[src/rtl/write_side_pointer_sync.sv]
// Write-domain receiver for the async FIFO read pointer: gray synchroniser,
// gray-to-binary, occupancy/full/almost-full and a sticky invariant error.
module write_side_pointer_sync #(
    parameter int unsigned ADDRESS_SIZE       = 4,
    parameter int unsigned SYNC_STAGES        = 2,
    parameter int unsigned ALMOST_FULL_MARGIN = 2
) (
    input  logic                    write_clk,
    input  logic                    write_reset,
    input  logic [ADDRESS_SIZE:0]   read_pointer,
    input  logic [ADDRESS_SIZE:0]   write_pointer_bin,
    input  logic                    error_clear,
    output logic [ADDRESS_SIZE:0]   synchronized_read_pointer,
    output logic [ADDRESS_SIZE:0]   synchronized_read_pointer_bin,
    output logic [ADDRESS_SIZE:0]   used_count,
    output logic                    full,
    output logic                    almost_full,
    output logic                    pointer_error,
    output logic                    sync_valid
);

    localparam int unsigned PTR_W    = ADDRESS_SIZE + 1;
    localparam int unsigned DEPTH    = 1 << ADDRESS_SIZE;
    localparam int unsigned CNT_W    = $clog2(SYNC_STAGES + 2);
    localparam logic [PTR_W-1:0] DEPTH_P  = PTR_W'(DEPTH);
    localparam logic [PTR_W-1:0] AF_THR   = PTR_W'(DEPTH - ALMOST_FULL_MARGIN);
    localparam logic [CNT_W-1:0] CNT_MAX  = CNT_W'(SYNC_STAGES + 1);

    logic [PTR_W-1:0] stage_q [SYNC_STAGES];
    logic [PTR_W-1:0] stage_d [SYNC_STAGES];
    logic [PTR_W-1:0] bin_q, bin_d;
    logic [CNT_W-1:0] count_q, count_d;
    logic             pointer_error_q, pointer_error_d;
    logic             sync_valid_q, sync_valid_d;
    logic             violation;

    // Plain shift chain; only stage 0 sees the asynchronous input.
    always_comb begin
        stage_d[0] = read_pointer;
        for (int i = 1; i < int'(SYNC_STAGES); i++) begin
            stage_d[i] = stage_q[i-1];
        end
    end

    // Binary bit j is the XOR of all gray bits at or above j.
    always_comb begin
        bin_d = '0;
        for (int i = 0; i < int'(PTR_W); i++) begin
            bin_d = bin_d ^ (stage_q[SYNC_STAGES-1] >> i);
        end
    end

    assign used_count  = write_pointer_bin - bin_q;
    assign full        = (used_count >= DEPTH_P);
    assign almost_full = (used_count >= AF_THR);
    assign violation   = (used_count > DEPTH_P);

    // Sticky error: a fresh violation overrides a simultaneous clear.
    always_comb begin
        pointer_error_d = pointer_error_q;
        if (violation) begin
            pointer_error_d = 1'b1;
        end else if (error_clear) begin
            pointer_error_d = 1'b0;
        end
    end

    always_comb begin
        count_d = count_q;
        if (count_q != CNT_MAX) begin
            count_d = count_q + CNT_W'(1);
        end
        sync_valid_d = (count_d == CNT_MAX);
    end

    always_ff @(posedge write_clk or posedge write_reset) begin
        if (write_reset) begin
            for (int i = 0; i < int'(SYNC_STAGES); i++) begin
                stage_q[i] <= '0;
            end
            bin_q           <= '0;
            count_q         <= '0;
            pointer_error_q <= 1'b0;
            sync_valid_q    <= 1'b0;
        end else begin
            for (int i = 0; i < int'(SYNC_STAGES); i++) begin
                stage_q[i] <= stage_d[i];
            end
            bin_q           <= bin_d;
            count_q         <= count_d;
            pointer_error_q <= pointer_error_d;
            sync_valid_q    <= sync_valid_d;
        end
    end

    assign synchronized_read_pointer     = stage_q[SYNC_STAGES-1];
    assign synchronized_read_pointer_bin = bin_q;
    assign pointer_error                 = pointer_error_q;
    assign sync_valid                    = sync_valid_q;

endmodule

[config.mk]
export PLATFORM = sky130hd
export DESIGN_NAME = write_side_pointer_sync
export DESIGN_NICKNAME = d
export VERILOG_FILES = /design/src/rtl/write_side_pointer_sync.sv
export SDC_FILE = /design/constraint.sdc
export NUM_CORES = 1
export LEC_CHECK = 0
export BUFFER_PORTS_ARGS = -buffer_cell sky130_fd_sc_hd__buf_2
export CORE_ASPECT_RATIO = 0.75
export CORE_MARGIN = 3
export CORE_UTILIZATION = 42
export CTS_BUF_LIST = sky130_fd_sc_hd__clkbuf_8
export DETAILED_ROUTE_END_ITERATION = 16
export PLACE_DENSITY_LB_ADDON = 0.15
export SYNTH_ARGS = -nofsm -noshare
export SYNTH_HDL_FRONTEND = slang
export SYNTH_SLANG_ARGS = --single-unit
[constraint.sdc]
create_clock -name write_clk -period 4.1 [get_ports write_clk]
set_input_delay 0 -clock write_clk [delete_from_list [all_inputs] [get_ports write_clk]]
set_output_delay 0 -clock write_clk [all_outputs]
set_load 0.05 [all_outputs]
==> out/summary.txt <==
Num CTS Buffers: 3
H-tree level count: 1
die footprint: 2350 sq um
TritonCTS clock tree: built
final critical-path required period: 2.15 ns
post-synthesis cell count: 53
drt wl/cell: 11.5 um
prevailing post-synth register cell: dfrtp_1
max cap viols: 0
grt total ovfl: 0
crit end category: primary output
cts repair resizes: 0
top cells by area, synth: dfrtp_1 63%, ha_1 6.6%, xnor2_1 5.8%
Post-DRT Antenna Nets: 0
first drt pass iteration count: 1
Initial DRC Count: 0
GPL Wtd Cong: 0.616
non-filler cells, final: 113
Max Clock Skew: 0.000525 ns
Leakage Power: 0.000520 uW
syn nets: 71
deepest clock path buffer count: 2
Layout area overhead: 36.5%
yosys warns: 0
Yosys top cell by area: dfrtp_1
initial antenna violation count: 0
fin area: 1030 sq um
ant diodes: 0
Slew HR: 56.6%
Starting Density: 47.9%
number of global-route vias before repair: 522
sequential cell area: 475 sq um
CP Class: reg2out
Multi-input gate area: 238 sq um
number of synthesized flops with an enable pin: 0
post-synthesis sequential area ratio: 63.0%
peak supply drop: 0.452 mV
status: completed
max-slew violations: 0
ys async rst share: 100%
# fillers: 127
CP Launch Type: flip-flop
DIE HEIGHT: 42.7 um
# rows: 12
period utilisation layout: 52.4%
Sink Count: 19
Hold-fix buffers, CTS: 6
DRC: 0
setup violators final: 0
R2R setup slack: 2.23 ns
layout cells sized above 1: 43.5%
DR vias: 504
# Post-CTS Setup Buffers: 0
Post-Syn Area: 754 sq um
placed cell area: 925 sq um
Pwr Total: 611 uW
port buffer count: 31
drt total wl: 1300 um
Final Hold Fails: 0
first-pass GRT wire length: 2120 um
RSZ-0062 raised after global routing: no
final net count: 111
worst hold path class: in2reg
commonest cells in the netlist: 19 x dfrtp_1, 8 x inv_1, 5 x xnor2_1, 4 x ha_1, 3 x xor2_1
Core ar.: 1580 sq um
gr usage total: 13.6%
Mapped Avg Cell Area: 14.2 sq um
Synth cell types: 19
vias per cell: 4.46
Yosys reg bits: 19
Worst-Margin Slew: 0.651 ns
post-synth top area share: 63.0%
width of the chip: 54.9 um
HPWL Detailed: 951 um
most frequent cell after synthesis: dfrtp_1
register clock-pin slew on the reported worst setup and hold paths: 0.06 ns
Power per Cell Area: 594 nW/um^2
Critical Path RT: 4.10 ns
Post-Route Setup TNS: 0 ns
largest net degree at the start of global routing: 20
placed insts: 103
critical path arrival: 2.15 ns
root buffer cell: clkbuf_8
clock latency on the worst-skew pair: 0.25 ns
maximum clock frequency: 0.465 GHz
Crit Path Max Fanout: 3
Ports: 32
## cell families (layout without fill, tap and decap cells)
logic type / count (synthesis) / count (layout) / synth area share (%)
buffers and inverters: 10 / 49 / 5.47
AND/OR/NAND/NOR: 4 / 4 / 3.32
adder cells (fa/ha/maj): 5 / 5 / 9.29
XOR/XNOR: 9 / 9 / 11.4
AO/OA/AOI/OAI: 6 / 6 / 7.46
flip-flops: 19 / 19 / 63.0
## worst paths after layout
kind	start	end	cells past startpoint
worst max-delay path	synchronized_read_pointer_bin[0]	almost_full	8
worst min-delay path	error_clear	pointer_error	3
worst max register to register	synchronized_read_pointer_bin[0]	pointer_error	5
worst min register to register	stage_d[4]	synchronized_read_pointer[4]	0
max in group asynchronous	write_reset	stage_d[1]	3
min in group asynchronous	write_reset	synchronized_read_pointer[0]	3
## registers in the layout, summed over array words and instances, names as in the netlist
name / cells
stage_d: 5
synchronized_read_pointer: 5
synchronized_read_pointer_bin: 5
count_q: 2
pointer_error: 1
sync_valid: 1
## stage by stage
stage / hold slack (ns) / setup slack (ns) / util (%)
3_3_place_gp: 0.109 / 2.26 / 58.7
4_1_cts: 0.0873 / 1.94 / 65.3
6_report: 0.0807 / 1.95 / 65.3
3_5_place_dp: 0.110 / 2.21 / 58.7
2_1_floorplan: -0.0489 / 1.49 / -
5_1_grt: 0.0717 / 1.80 / 65.3
## metal layers
layer / up-vias / wire length, um / track usage (%)
met1: 234 / 487 / 13.2
li1: 244 / - / -
met4: 0 / 25 / 7.28
met5: - / 0 / 0
met2: 22 / 685 / 23.8
met3: 4 / 96 / 5.26
## power by group
| part | switching (uW) | internal [uW] |
|---|---|---|
| Sequential | 7.94 | 204 |
| Combinational | 204 | 73.9 |
| Clock | 55.2 | 66.4 |
## worst max-delay path, stage by stage (launching register included)
cell     delay [ns]
dfrtp_1        0.34
ha_1           0.14
inv_1          0.06
fa_1           0.40
a21o_2         0.21
a21oi_2        0.18
xnor2_1        0.18
a31o_2         0.14
buf_2          0.25
## area by class of cell
type	count	share of cell area, %
Clock buffer	3	4.01
Clock inverter	1	0.365
Inverter	8	2.92
Multi-Input combinational cell	24	23.1
Sequential cell	19	46.2
Tap cell	21	2.55
Timing Repair Buffer	37	20.9
## cell usage in the layout (no fill, tap or decap), drive strengths merged
cell type,netlist,layout
fa,1,1
o32a,1,1
buf,1,31
clkbuf,1,3
inv,8,9
nor2b,1,1
a21o,2,2
xor2,3,3
or2,1,1
ha,4,4
nand2b,1,1
a31o,1,1
a21oi,1,1
xnor2,6,6
dlygate4sd3,0,6
dfrtp,19,19
or3,1,1
a31oi,1,1
Power figures use the tool's default switching activity.
